## config.mk

```make
export PLATFORM = sky130hd
export DESIGN_NAME = line_ram_scheduler
export DESIGN_NICKNAME = d
export VERILOG_FILES = /design/src/rtl/line_ram_scheduler.sv
export SDC_FILE = /design/constraint.sdc
export NUM_CORES = 1
export LEC_CHECK = 0
export CORE_MARGIN = 3
export CORE_UTILIZATION = 40
export CTS_CLUSTER_SIZE = 10
export DETAILED_ROUTE_END_ITERATION = 8
export PLACE_DENSITY_LB_ADDON = 0.3
export SETUP_SLACK_MARGIN = 0.05
export SYNTH_ARGS = -nofsm -noshare
export SYNTH_HDL_FRONTEND = slang
export SYNTH_SLANG_ARGS = --single-unit
export TNS_END_PERCENT = 100
```

## constraint.sdc

```tcl
create_clock -name clk_in -period 3.6 [get_ports clk_in]
set_input_delay 0.9 -clock clk_in [delete_from_list [all_inputs] [get_ports clk_in]]
set_output_delay 0.9 -clock clk_in [all_outputs]
set_load 0.005 [all_outputs]
```

## src/rtl/line_ram_scheduler.sv

```systemverilog
`default_nettype none
// ============================================================================
// Module      : line_ram_scheduler
// Description : Sequencer for a five-line-RAM vertical compression datapath.
//               Rotates the RAM that receives the incoming line while the
//               other RAMs are read at the same pixel address. Produces
//               per-RAM write/read strobes, shared addresses, a rotation
//               phase index, a buffered-line count and a sticky line-length
//               error flag.
// Ports       : clk_in          - sole clock, rising edge
//               rst             - synchronous active-high reset
//               enable          - low freezes state, strobes forced to 0
//               frame_start     - pulse, restarts the rotation
//               newline         - pulse, ends the current line
//               pix_valid       - one input pixel present this cycle
//               ram_wren        - one-hot write strobe per RAM
//               wr_addr         - shared write address
//               ram_rden        - read strobes (all RAMs except the writer)
//               rd_addr         - shared read address
//               phase           - index of the RAM currently written
//               lines_buffered  - complete lines this frame, saturating
//               out_valid       - RAM read data valid for averaging stage
//               len_err         - sticky line-length error
// Revision    : 1.0 - initial release
// ============================================================================
module line_ram_scheduler #(
    parameter int NUM_RAMS    = 5,
    parameter int ADDR_W      = 11,
    parameter int LINE_LEN    = 1920,
    parameter int PRIME_LINES = 3
) (
    input  logic                clk_in,
    input  logic                rst,
    input  logic                enable,
    input  logic                frame_start,
    input  logic                newline,
    input  logic                pix_valid,
    output logic [NUM_RAMS-1:0] ram_wren,
    output logic [ADDR_W-1:0]   wr_addr,
    output logic [NUM_RAMS-1:0] ram_rden,
    output logic [ADDR_W-1:0]   rd_addr,
    output logic [2:0]          phase,
    output logic [2:0]          lines_buffered,
    output logic                out_valid,
    output logic                len_err
);

    localparam logic [2:0]      c_MAX_PTR   = 3'(NUM_RAMS - 1);
    localparam logic [2:0]      c_MAX_LINES = 3'(NUM_RAMS - 1);
    localparam logic [2:0]      c_PRIME     = 3'(PRIME_LINES);
    // One extra bit so a full line (LINE_LEN == 2**ADDR_W) is representable.
    localparam logic [ADDR_W:0] c_LINE_LEN  = (ADDR_W + 1)'(LINE_LEN);

    typedef enum logic [1:0] {
        ST_IDLE  = 2'd0,
        ST_PRIME = 2'd1,
        ST_RUN   = 2'd2
    } state_t;

    state_t              r_state;
    state_t              w_state_nxt;
    logic [2:0]          r_wr_ptr,   w_wr_ptr_nxt;
    logic [ADDR_W:0]     r_pix_cnt,  w_pix_cnt_nxt;
    logic [ADDR_W:0]     w_cnt_eff;
    logic [2:0]          r_lines,    w_lines_nxt;
    logic                r_len_err,  w_len_err_nxt;
    logic [NUM_RAMS-1:0] r_ram_wren, w_wren_nxt;
    logic [NUM_RAMS-1:0] r_ram_rden, w_rden_nxt;
    logic [ADDR_W-1:0]   r_wr_addr,  w_wr_addr_nxt;
    logic [ADDR_W-1:0]   r_rd_addr,  w_rd_addr_nxt;
    logic                r_out_valid;
    logic [NUM_RAMS-1:0] w_onehot;

    assign w_onehot = NUM_RAMS'(1) << r_wr_ptr;

    always_ff @(posedge clk_in) begin
        if (rst) begin
            r_state <= ST_IDLE;
        end else begin
            r_state <= w_state_nxt;
        end
    end

    always_comb begin
        w_state_nxt   = r_state;
        w_wr_ptr_nxt  = r_wr_ptr;
        w_pix_cnt_nxt = r_pix_cnt;
        w_cnt_eff     = r_pix_cnt;
        w_lines_nxt   = r_lines;
        w_len_err_nxt = r_len_err;
        w_wren_nxt    = '0;
        w_rden_nxt    = '0;
        w_wr_addr_nxt = r_wr_addr;
        w_rd_addr_nxt = r_rd_addr;

        if (enable) begin
            if (frame_start) begin
                // Restart wins over any pixel/newline in the same cycle.
                w_state_nxt   = ST_PRIME;
                w_wr_ptr_nxt  = '0;
                w_pix_cnt_nxt = '0;
                w_lines_nxt   = '0;
                w_len_err_nxt = 1'b0;
            end else if (r_state != ST_IDLE) begin
                if (pix_valid) begin
                    if (r_pix_cnt < c_LINE_LEN) begin
                        w_wren_nxt    = w_onehot;
                        w_wr_addr_nxt = r_pix_cnt[ADDR_W-1:0];
                        if (r_state == ST_RUN) begin
                            w_rden_nxt    = ~w_onehot;
                            w_rd_addr_nxt = r_pix_cnt[ADDR_W-1:0];
                        end
                        w_cnt_eff = r_pix_cnt + 1'b1;
                    end else begin
                        w_len_err_nxt = 1'b1;
                    end
                end

                if (newline) begin
                    // Length check includes a pixel arriving with newline.
                    if (w_cnt_eff != c_LINE_LEN) begin
                        w_len_err_nxt = 1'b1;
                    end
                    w_wr_ptr_nxt  = (r_wr_ptr == c_MAX_PTR) ? 3'd0 : r_wr_ptr + 3'd1;
                    w_pix_cnt_nxt = '0;
                    w_lines_nxt   = (r_lines == c_MAX_LINES) ? r_lines : r_lines + 3'd1;
                    if ((r_state == ST_PRIME) && (r_lines + 3'd1 == c_PRIME)) begin
                        w_state_nxt = ST_RUN;
                    end
                end else begin
                    w_pix_cnt_nxt = w_cnt_eff;
                end
            end
        end
    end

    always_ff @(posedge clk_in) begin
        if (rst) begin
            r_wr_ptr    <= '0;
            r_pix_cnt   <= '0;
            r_lines     <= '0;
            r_len_err   <= 1'b0;
            r_ram_wren  <= '0;
            r_ram_rden  <= '0;
            r_wr_addr   <= '0;
            r_rd_addr   <= '0;
            r_out_valid <= 1'b0;
        end else begin
            r_wr_ptr    <= w_wr_ptr_nxt;
            r_pix_cnt   <= w_pix_cnt_nxt;
            r_lines     <= w_lines_nxt;
            r_len_err   <= w_len_err_nxt;
            r_ram_wren  <= w_wren_nxt;
            r_ram_rden  <= w_rden_nxt;
            r_wr_addr   <= w_wr_addr_nxt;
            r_rd_addr   <= w_rd_addr_nxt;
            // RAM read latency is one cycle behind the read strobe.
            r_out_valid <= |r_ram_rden;
        end
    end

    assign ram_wren       = r_ram_wren;
    assign wr_addr        = r_wr_addr;
    assign ram_rden       = r_ram_rden;
    assign rd_addr        = r_rd_addr;
    assign phase          = r_wr_ptr;
    assign lines_buffered = r_lines;
    assign out_valid      = r_out_valid;
    assign len_err        = r_len_err;

endmodule
`default_nettype wire

```

After elaboration in Yosys (flattened, before gate mapping)
Cells that the tools add are included.
W data, S select, Z words.
{ "word_totals": {"ff_bits": 54, "latchBits": 0, "ram_bits": 0, "mem_bits_ro": 0, "elab_cells": 69, "mem_count": 0} }
{ "classes": {"addsub": 3, "mul": 0, "div": 0, "magnitude_cmp": 1, "n_eq_ne": 7, "n_shift": 1, "muxes": 26, "bitwise_logic": 7, "n_reduce_logical": 14} }
{ "ops": {"columns": ["cell", "count"], "rows": [
  ["$mux W12", 8],
  ["$mux W3", 8],
  ["$add A12 B1 Y12 const B", 1],
  ["$lt A12 B11 Y1 const B", 1],
  ["$ne A12 B11 Y1 const B", 1],
  ["$mux W2", 4],
  ["$reduce_and A4 Y1", 2],
  ["$reduce_bool A2 Y1", 4],
  ["$reduce_or A7 Y1", 1],
  ["$add A3 B1 Y3 const B", 2],
  ["$eq A3 B3 Y1 const B", 2],
  ["$mux W1", 6],
  ["$not A1 Y1", 6],
  ["$reduce_and A6 Y1", 1],
  ["$reduce_or A6 Y1", 1],
  ["$not A5 Y5", 1],
  ["$reduce_and A5 Y1", 1],
  ["$reduce_or A5 Y1", 1],
  ["$shl A1 B3 Y5 const A", 1],
  ["$eq A3 B2 Y1 const B", 1],
  ["$reduce_and A3 Y1", 1],
  ["$eq A2 B1 Y1 const B", 1],
  ["$eq A2 B2 Y1 const B", 1],
  ["$ne A2 B2 Y1 const B", 1],
  ["2 further kinds", 2]
]} }

Longest topological paths before layout
Gate-level depths: netlist of run 1.
{ "depth": {"depth_word": 11, "ltp_mapped": 7, "mapped_depth_nobuf": 7} }

Worst setup path after synthesis of run 1
No wires, ideal clock.
{ "synth_path": {"path_kind": "in2reg", "from": "input pix_valid", "to": "register r_len_err, in the netlist len_err", "setup_time_ps": 140, "arrival_ps": 2216, "t_required_ps": 3460, "path_slack_ps": 1244, "path_stages": 6, "path_buffers": 1, "path_cell_list": "clkbuf_1 nand2_1 nor3b_1 mux2_2 nor4_1 a41oi_1"} }
{ "synth_between": {"elab_chain_len": 9, "elab_cells_between_ends": 10} }
{ "synth_rtl": {"columns": ["item", "line_no", "text"], "rows": [
  ["from (decl)", "37", "input logic pix_valid,"],
  ["$mux W12", "105", "if (pix_valid) begin"],
  ["$mux W12", "104", "end else if (r_state != ST_IDLE) begin"],
  ["$mux W12", "97", "if (frame_start) begin"],
  ["$mux W12", "96", "if (enable) begin"],
  ["$ne A12 B11 Y1", "121", "if (w_cnt_eff != c_LINE_LEN) begin"],
  ["$mux W1", "121", null],
  ["$mux W1 *", "119", "if (newline) begin"],
  ["$mux W1 *", "104", null],
  ["$mux W1 *", "97", null],
  ["to (signal assigned)", "152", "r_len_err <= w_len_err_nxt;"],
  ["to (decl)", "66", "logic r_len_err, w_len_err_nxt;"]
]} }
Mark *: on every way between the ends. The rest lies on a longest branch, timed or not. The select of a mux whose other input is x is not followed.
A chain may end at the register's enable or synchronous reset.

Worst setup path in the final report of run 1
{ "layout_path": {"from": "input frame_start", "to": "register r_rd_addr[2], in the netlist rd_addr[2]"} }
{ "layout_between": {"elab_chain_len": 2} }
{ "layout_rtl": {"columns": ["item", "line_no", "text"], "rows": [
  ["from (decl)", "35", "input logic frame_start,"],
  ["$not A1 Y1 (no source line)", null, null],
  ["$reduce_and A6 Y1 (no source line)", null, null],
  ["to (signal assigned)", "156", "r_rd_addr <= w_rd_addr_nxt;"],
  ["to (decl)", "70", "logic [ADDR_W-1:0] r_rd_addr, w_rd_addr_nxt;"]
]} }
Every way passes these cells.

==> run_results.csv, run 1 <==
group,metric,value,unit
timing,tightestPinTransition,692,ps
synthesis,ys_ff_latch,54,
synthesis,synthesis.area,2480,µm²
synthesis,synth_area_leader_cell,"dfxtp_1",
cts,holdBufCountCts,0,
global_routing,grt_max_degree,32,
pwr,leakage,1.19,nW
die,fp.dieArea,7190,µm²
layout,nets,325,
timing,holdWs,506,ps
pwr,switchingPower,0.000237,W
cts,cts_num_sinks,54,
timing,rsz0062_at_grt,"false",
synthesis,synth_commonest_cells,"54 x dfxtp_1, 42 x nor2_1, 23 x mux2i_1",
layout,syn_to_final_growth,23.7,%
setup_path,crit_family,"simple AND/OR/NAND/NOR gates",
timing,slew_headroom,53.5,%
cts,cts.repair.resized,0,
setup_path,crit_buf_inv,2,
synthesis,yosys_warnings,0,
synthesis,yosys-top-cells-area,"dfxtp_1 44%, mux2i_1 9.3%, nor2_1 6.3%, ha_1 4.5%, a21oi_1 4.4%",
timing,fin_crit_sh,76.4,%
cts,numCtsBuffers,5,
setup_path,crit_path_start_kind,"input pin",
setup_path,critPathMaxStageDelay,620,ps
synthesis,synth.net_count,286,
timing,slew_viol_final,0,
cts,root_buffer,"clkbuf_8",
layout,diodes,0,
run_status,status,"completed",
synthesis,yosys.cell_count.top_type,"dfxtp_1",
synthesis,ys.flop_type,"dfxtp_1",
setup_path,end_kind,"flop",
pwr,switching_share,23.3,%
routing,drt-vias-per-instance,5.39,
synthesis,synth_compound_area_share,15.0,%
layout,utilization,51.6,%
die,std_cell_rows,28,
routing,wl_per_cell,14.2,µm
cts,clk_pin_slew,100,ps
synthesis,async_flop_share,0,%
pwr,pwr-share-seq,59.3,%
synthesis,synthXorXnorAreaFrac,1.76,%
global_routing,grt_antenna_before_repair,0,
routing,drtAntennaViolNets,0,
setup_path,crit_required,3790,ps
die,fp.dieW,84.8,µm
timing,period_minus_slack,2750,ps
setup_path,worstSetupPathType,"in -> reg",
pwr,p_comb_share,5.6,%
timing,setup_tns,0,ps
routing,firstDrtPassIters,4,
place,dp_cells,378,
routing,wirelength,5.49,mm
die,start_util,41.7,%
timing,hold_viol,0,
setup_path,crit_fanout,13,
timing,fmax,364,MHz
die,coreArea,5960,µm²
global_routing,grt_pass1_wl,9.16,mm
synthesis,synth_cells,271,
cts,clkLatencyLatePin,300,ps
cts,cts_setup_buffers,0,
pwr,p_int,0.000782,W
layout,drive_gt1_share,6.43,%
synthesis,synth_top_family_by_area,"simple AND/OR/NAND/NOR gates",
die,ioPinCount,46,
timing,finalWorstSetupSlack,849,ps
place,gp_congestion,0.843,
routing,drc,0,
synthesis,yosysSeqAreaShare,43.5,%
setup_path,arrival,2940,ps
place,dp_hpwl,3.99,mm
global_routing,grt_pass1_vias,1881,
global_routing,grt-ovfl-total,0,
pwr,p_per_area,331,nW/µm²
layout,instances_no_fill,386,
synthesis,synthMuxAreaShare,9.72,%
routing,drt-initial-drc-count,129,
routing,vias,2079,
synthesis,synth-edff-count,0,
synthesis,synthDistinctLibCells,48,
synthesis,syn_area_per_cell,9.16,µm²
place,io_buffers,45,
synthesis,synth_top_cell_area_share,43.5,%
pwr,vdd_drop_max,0.203,mV
cts,htreeDepth,2,
die,dieHeight,84.8,µm
flow_run,maxCapViolations,0,
cts,clk_path_buf_depth,2,
hold_path,min_path_type,"reg -> reg",
timing,skew,7.47,ps
pwr,p_clk_share,35.1,%
synthesis,yosys.area_share.simple,20.9,%
cts,tritoncts,"built",
place,dpl_worst_slack,515,ps
global_routing,grt_usage,15.4,%
timing,setup_viol,0,
synthesis,yosys.area_share.adder,4.53,%
setup_path,cp_slowest_cell,"clkdlybuf4s50_1",
setup_path,path_cells,"clkdlybuf4s50_1, and2b_2, nand4b_4, nor3b_2, buf_4, mux2i_1, nor2_1",
==> logic make-up after synthesis <==
family / Yosys count
DFF: 54
and+or+nand+nor: 99
xor gates and xnor gates: 5
muxes: 24
AOI/OAI and AO/OA: 56
adders and majority gates: 9
buffers and inverters: 24
==> worst min-delay path, cell delays in order (launching register included) <==
cell and delay, ps:
dfxtp_1 340, mux2i_1 70, nor2_1 70
==> cell usage in the layout (no fill, tap or decap), types with 3 or more instances in the layout <==
cell,synthesis,routed
a21o_1,3,3
a21oi_1,22,22
a311oi_1,3,3
a31oi_1,5,5
and3_1,7,7
and4_1,3,3
buf_4,0,5
clkbuf_8,0,6
clkdlybuf4s50_1,0,45
dfxtp_1,54,54
ha_1,9,9
inv_1,6,6
mux2i_1,23,23
nand2_1,15,15
nand4_1,4,4
nor2_1,42,42
nor3_1,5,5
nor3b_1,4,4
o21ai_0,7,7
xor2_1,4,4
==> flip-flops by register name, summed over array words and instances (netlist names), 2 cells and up <==
name            cells
ram_wren            5
ram_rden            5
phase               3
r_state             2
rd_addr            11
wr_addr            11
r_pix_cnt          12
lines_buffered      3
==> final cells by class <==
type | count | area, µm²
Fill cell | 567 | 2880
Multi-Input combinational cell | 193 | 1290
Sequential cell | 54 | 1080
Timing Repair Buffer | 50 | 488
Tap cell | 75 | 93.8
Clock buffer | 6 | 82.6
Inverter | 6 | 22.5
Clock inverter | 2 | 16.3
==> layer usage <==
metal | GRT usage (%) | wire (µm) | vias to the layer above
met5 | 0 | 0 | -
met4 | 4.75 | 89 | 0
met3 | 3.14 | 213 | 6
met2 | 23.9 | 2490 | 50
met1 | 21.5 | 2690 | 979
li1 | - | - | 1044
==> worst paths after layout <==
kind	startpoint	endpoint	slack (ps)	cells after the start
setup / recovery	frame_start	rd_addr[2]	850	7
hold / removal	rd_addr[6]	rd_addr[6]	510	2
setup reg to reg	r_pix_cnt[0]	len_err	1430	6
hold reg to reg	rd_addr[6]	rd_addr[6]	510	2
==> per-stage QoR <==
step	instance area (µm²)	total power (W)
4_1_cts	3070	0.00103
3_3_place_gp	2970	0.000675
2_1_floorplan	2480	0.000652
5_1_grt	3070	0.00106
6_report	3070	0.00102
3_5_place_dp	2970	0.000675
==> power by group through the flow <==
stage	logic, W	clock network, W	registers, W
finish	0.0000573	0.000357	0.000604
global placement	0.0000568	0	0.000618
CTS	0.0000571	0.000367	0.000604
global route	0.0000629	0.000395	0.000605
detailed placement	0.0000570	0	0.000618
floorplan	0.0000347	0	0.000617
No activity file was read; power rests on OpenSTA's default activity.
==> run 2: changes to the inputs <==
Clock period 3.6 ns to 2.8 ns, I/O delays scaled along.
==> run 2 against run 1 <==
Design area up 1.6%. Sequential power up 28%. Worst hold slack worse by 5.4 ps. Combinational power up 31%. Sequential share of layout area fell by 0.55 points. Utilization increased by 0.82 points. Largest power group unchanged. Clock-buffer cell count did not move. Critical endpoint is now phase[2]. Critical path type unchanged.
==> run_results.csv, run 2 (synthesized netlist as in run 1, its figures left out) <==
group,metric,value,unit
setup_path,rr_endpoint,"len_err",
setup_path,endpoint,"phase[2]",
global_routing,grt_pass1_wl,8.96,mm
die,coreArea,5960,µm²
global_routing,grt_pass1_vias,1810,
layout,syn_to_final_growth,25.7,%
die,std_cell_rows,28,
layout,largest-register,"r_pix_cnt",
layout,layout_commonest_cell,"dfxtp_1",
layout,final_cell_mix,"54 x dfxtp_1, 45 x clkdlybuf4s50_1, 42 x nor2_1",
place,io_buffers,45,
setup_path,r2r_cells,7,
global_routing,grt-ovfl-total,0,
die,ioPinCount,46,
hold_path,min_path_type,"reg -> reg",
flow_run,maxCapViolations,0,
setup_path,worstSetupPathType,"in -> reg",
pwr,power,0.00136,W
cts,cts_setup_buffers,0,
layout,largest_register_ffs,12,
layout,drive_gt1_share,7.59,%
setup_path,crit_required,3040,ps
setup_path,cp-startpoint,"enable",
layout,final_area,3120,µm²
cts,clk_pin_slew,90,ps
timing,slew_viol_final,0,
die,dieHeight,84.8,µm
timing,fmax,429,MHz
routing,drtAntennaViolNets,0,
timing,setup_tns,0,ps
cts,numCtsBuffers,5,
pwr,vdd_drop_max,0.228,mV
cts,root_buffer,"clkbuf_8",
setup_path,crit_fanout,9,
routing,drc,0,
run_status,status,"completed",
setup_path,crit_path_start_kind,"input pin",
cts,clkLatencyLatePin,300,ps
routing,wirelength,5.36,mm
setup_path,r2r_setup_slack,650,ps
timing,fin_crit_sh,83.2,%
timing,skew,3.82,ps
routing,drt-vias-per-instance,5.33,
timing,hold_viol,0,
timing,slew_headroom,48.3,%
routing,firstDrtPassIters,4,
routing,vias,2085,
pwr,leakage,1.22,nW
layout,diodes,0,
setup_path,path_cells,"clkdlybuf4s50_1, o31a_1, o21ai_1, a2111oi_0, a21oi_1, nor2_1",
routing,drt-initial-drc-count,179,
setup_path,critPathMaxStageDelay,570,ps
die,fp.dieArea,7190,µm²
cts,htreeDepth,2,
cts,cts.repair.resized,0,
setup_path,cp_slowest_cell,"clkdlybuf4s50_1",
global_routing,grt_antenna_before_repair,0,
pwr,p_per_area,436,nW/µm²
place,place_area,3010,µm²
cts,cts_num_sinks,54,
layout,fillCellCount,575,
setup_path,r2r-start,"r_pix_cnt[0]",
cts,clk_path_buf_depth,2,
layout,nets,330,
timing,setup_viol,0,
setup_path,arrival,2570,ps
place,dp_hpwl,3.86,mm
setup_path,end_kind,"flop",
global_routing,grt_usage,15.2,%
die,fp.dieW,84.8,µm
die,start_util,41.7,%
timing,period_minus_slack,2330,ps
timing,tightestPinTransition,770,ps
cts,tritoncts,"built",
routing,wl_per_cell,13.7,µm
cts,holdBufCountCts,0,
global_routing,grt_max_degree,35,
timing,rsz0062_at_grt,"false",
place,gp_congestion,0.938,
## run 2: cell types whose count changed in the layout (fill, tap and decap cells not counted)
cell / before / now
clkbuf_8: 6 / 5
inv_6: 1 / 0
bufinv_16: 0 / 1
clkbuf_1: 0 / 1
buf_4: 5 / 10
## run 2: routing by layer
layer	track usage, %	up-vias	routed length, µm
met4	5.32	0	99
met5	0	-	0
met3	2.45	8	272
met2	22.1	58	2350
met1	22.6	975	2630
li1	-	1044	-
## run 2: area by class of cell
type | instances | area, µm² | area share, %
clock inverter | 2 | 37.5 | 1.20
sequential | 54 | 1080 | 34.6
tap | 75 | 93.8 | 3.01
clock buffer | 6 | 72.6 | 2.32
inverter | 6 | 22.5 | 0.721
timing repair buffer | 55 | 526 | 16.8
multi-input combinational | 193 | 1290 | 41.3
## run 2: critical path: cells and delay by family
family,cells,cell delay [ps]
simple gates,1,100
compound gates,4,1190
buf+inv,1,570
## run 2: how the worst min path moves through the flow
| stage | slack (ps) | start | end | cells after the start |
|---|---|---|---|---|
| floorplan | 480 | rd_addr[10] | rd_addr[10] | 2 |
| global placement | 470 | rd_addr[4] | rd_addr[4] | 2 |
| detailed placement | 480 | rd_addr[2] | rd_addr[2] | 2 |
| CTS | 510 | rd_addr[2] | rd_addr[2] | 2 |
| global route | 530 | rd_addr[2] | rd_addr[2] | 2 |
| finish | 500 | rd_addr[2] | rd_addr[2] | 2 |
## run 2: metrics by stage
| stage | hold slack [ps] | worst slack (ps) | util (%) | cells |
|---|---|---|---|---|
| final | 500 | 471 | 52.4 | 391 |
| after global routing | 533 | 233 | 52.4 | 391 |
| after CTS | 506 | 493 | 52.4 | 391 |
| after detailed placement | 484 | 194 | 50.6 | 383 |
| after global placement | 474 | 221 | 50.6 | 383 |
| after floorplan | 485 | 644 | - | 271 |
## run 2: where the power goes
part / internal, W / total (W) / switching, W
logic: 0.0000311 / 0.0000751 / 0.0000440
clock network: 0.000267 / 0.000510 / 0.000243
registers: 0.000771 / 0.000776 / 0.00000532
total: 0.00107 / 0.00136 / 0.000293
==> run 3: changes to the inputs <==
Clock period 2.8 ns to 2.3 ns, I/O delays scaled along.
==> run 3 against run 2 <==
Critical endpoint is now r_pix_cnt[2]. Worst setup slack worse by 230 ps. First-iteration DRC count down 27%. Via count up 1.2%. Highest routed layer unchanged. Largest cell class unchanged. Sequential share of layout area down 1.3 points. Critical path type unchanged.
==> run_results.csv, run 3 (synthesized netlist as in run 1, its figures left out) <==
group,metric,value,unit
run_status,status,"completed",
global_routing,grt-ovfl-total,0,
cts,tritoncts,"built",
global_routing,grt_max_degree,35,
routing,wl_per_cell,13.7,µm
cts,cts.repair.resized,0,
setup_path,critPathMaxStageDelay,500,ps
global_routing,grt_pass1_vias,1927,
layout,largest_register_ffs,12,
layout,layout_commonest_cell,"dfxtp_1",
cts,numCtsBuffers,5,
setup_path,arrival,2270,ps
cts,root_buffer,"clkbuf_8",
die,dieHeight,84.8,µm
timing,tightestPinTransition,474,ps
global_routing,grt_antenna_before_repair,0,
routing,vias,2111,
layout,syn_to_final_growth,30.4,%
timing,skew,4.31,ps
global_routing,grt_usage,15.9,%
pwr,p_per_area,514,nW/µm²
routing,drt-vias-per-instance,5.21,
routing,drc,0,
timing,setup_viol,0,
layout,diodes,0,
die,std_cell_rows,28,
die,start_util,41.7,%
timing,period_minus_slack,2060,ps
setup_path,crit_buf_inv,1,
layout,final_cell_mix,"54 x dfxtp_1, 45 x clkdlybuf4s50_1, 42 x nor2_1",
layout,fillCellCount,552,
setup_path,cp-startpoint,"frame_start",
place,io_buffers,45,
layout,drive_gt1_share,11.5,%
setup_path,crit_required,2510,ps
cts,clk_path_buf_depth,2,
place,dp_hpwl,4.09,mm
cts,holdBufCountCts,0,
cts,clk_pin_slew,90,ps
routing,firstDrtPassIters,4,
die,coreArea,5960,µm²
timing,setup_tns,0,ps
layout,nets,344,
cts,htreeDepth,2,
hold_path,min_path_type,"reg -> reg",
layout,utilization,54.4,%
timing,fin_crit_sh,89.7,%
pwr,vdd_drop_max,0.274,mV
setup_path,cp_slowest_cell,"or3b_1",
timing,rsz0062_at_grt,"false",
place,gp_congestion,0.932,
hold_path,min_from,"ram_rden[4]",
cts,clkLatencyLatePin,300,ps
timing,finalWorstSetupSlack,238,ps
die,ioPinCount,46,
pwr,leakage,1.30,nW
global_routing,grt_pass1_wl,9.38,mm
flow_run,maxCapViolations,0,
cts,cts_setup_buffers,0,
layout,largest-register,"r_pix_cnt",
die,fp.dieArea,7190,µm²
timing,fmax,485,MHz
place,dpl_worst_slack,-52.2,ps
routing,wirelength,5.57,mm
cts,cts_num_sinks,54,
routing,drt-initial-drc-count,131,
timing,slew_viol_final,0,
setup_path,worstSetupPathType,"in -> reg",
setup_path,crit_path_start_kind,"input pin",
setup_path,crit_family,"simple AND/OR/NAND/NOR gates",
setup_path,path_cells,"clkdlybuf4s50_1, and2b_2, or3b_1, nor2_1, a21oi_1, a311oi_1",
die,fp.dieW,84.8,µm
routing,drtAntennaViolNets,0,
timing,slew_headroom,68.4,%
setup_path,crit_fanout,9,
timing,hold_viol,0,
setup_path,r2r-start,"r_pix_cnt[0]",
setup_path,end_kind,"flop",
==> run 3: layout make-up <==
| cell class | count | area [µm²] | share of cell area, % |
|---|---|---|---|
| inverter | 6 | 22.5 | 0.695 |
| clock inverter | 2 | 37.5 | 1.16 |
| multi-input combinational | 193 | 1290 | 39.8 |
| tap | 75 | 93.8 | 2.90 |
| sequential | 54 | 1080 | 33.4 |
| clock buffer | 6 | 72.6 | 2.24 |
| timing repair buffer | 69 | 643 | 19.9 |
==> run 3: worst register-to-register path: stages (launching register included) <==
cell,delay [ps]
dfxtp_1,500
ha_1,220
nand2_1,70
nor3b_1,330
mux2_2,390
nor4_1,200
a41oi_1,150
==> run 3: report_power, final <==
| group | internal (W) | switching, W | total (W) |
|---|---|---|---|
| Combinational | 0.0000465 | 0.0000553 | 0.000102 |
| Sequential | 0.000939 | 0.00000683 | 0.000945 |
| Clock | 0.000325 | 0.000292 | 0.000617 |
| Total | 0.00131 | 0.000354 | 0.00166 |
==> run 3: per-stage QoR <==
stage	cell area [µm²]	cells	hold slack (ps)	power, W
6_report	3240	405	501	0.00166
5_1_grt	3240	405	541	0.00173
4_1_cts	3240	405	506	0.00168
3_5_place_dp	3130	397	487	0.00107
3_3_place_gp	3130	397	474	0.00107
2_1_floorplan	2480	271	485	0.00102
==> run 3: layer usage <==
layer / GRT usage, % / wire (µm)
met3: 2.36 / 293
met4: 6.19 / 154
met1: 22.4 / 2740
met5: 0 / 0
met2: 24.6 / 2380
==> run 3: worst paths after layout <==
check	end	slack, ps	cells past startpoint
hold reg to reg	out_valid	500	2
hold / removal	out_valid	500	2
setup / recovery	r_pix_cnt[2]	240	6
setup reg to reg	len_err	300	6
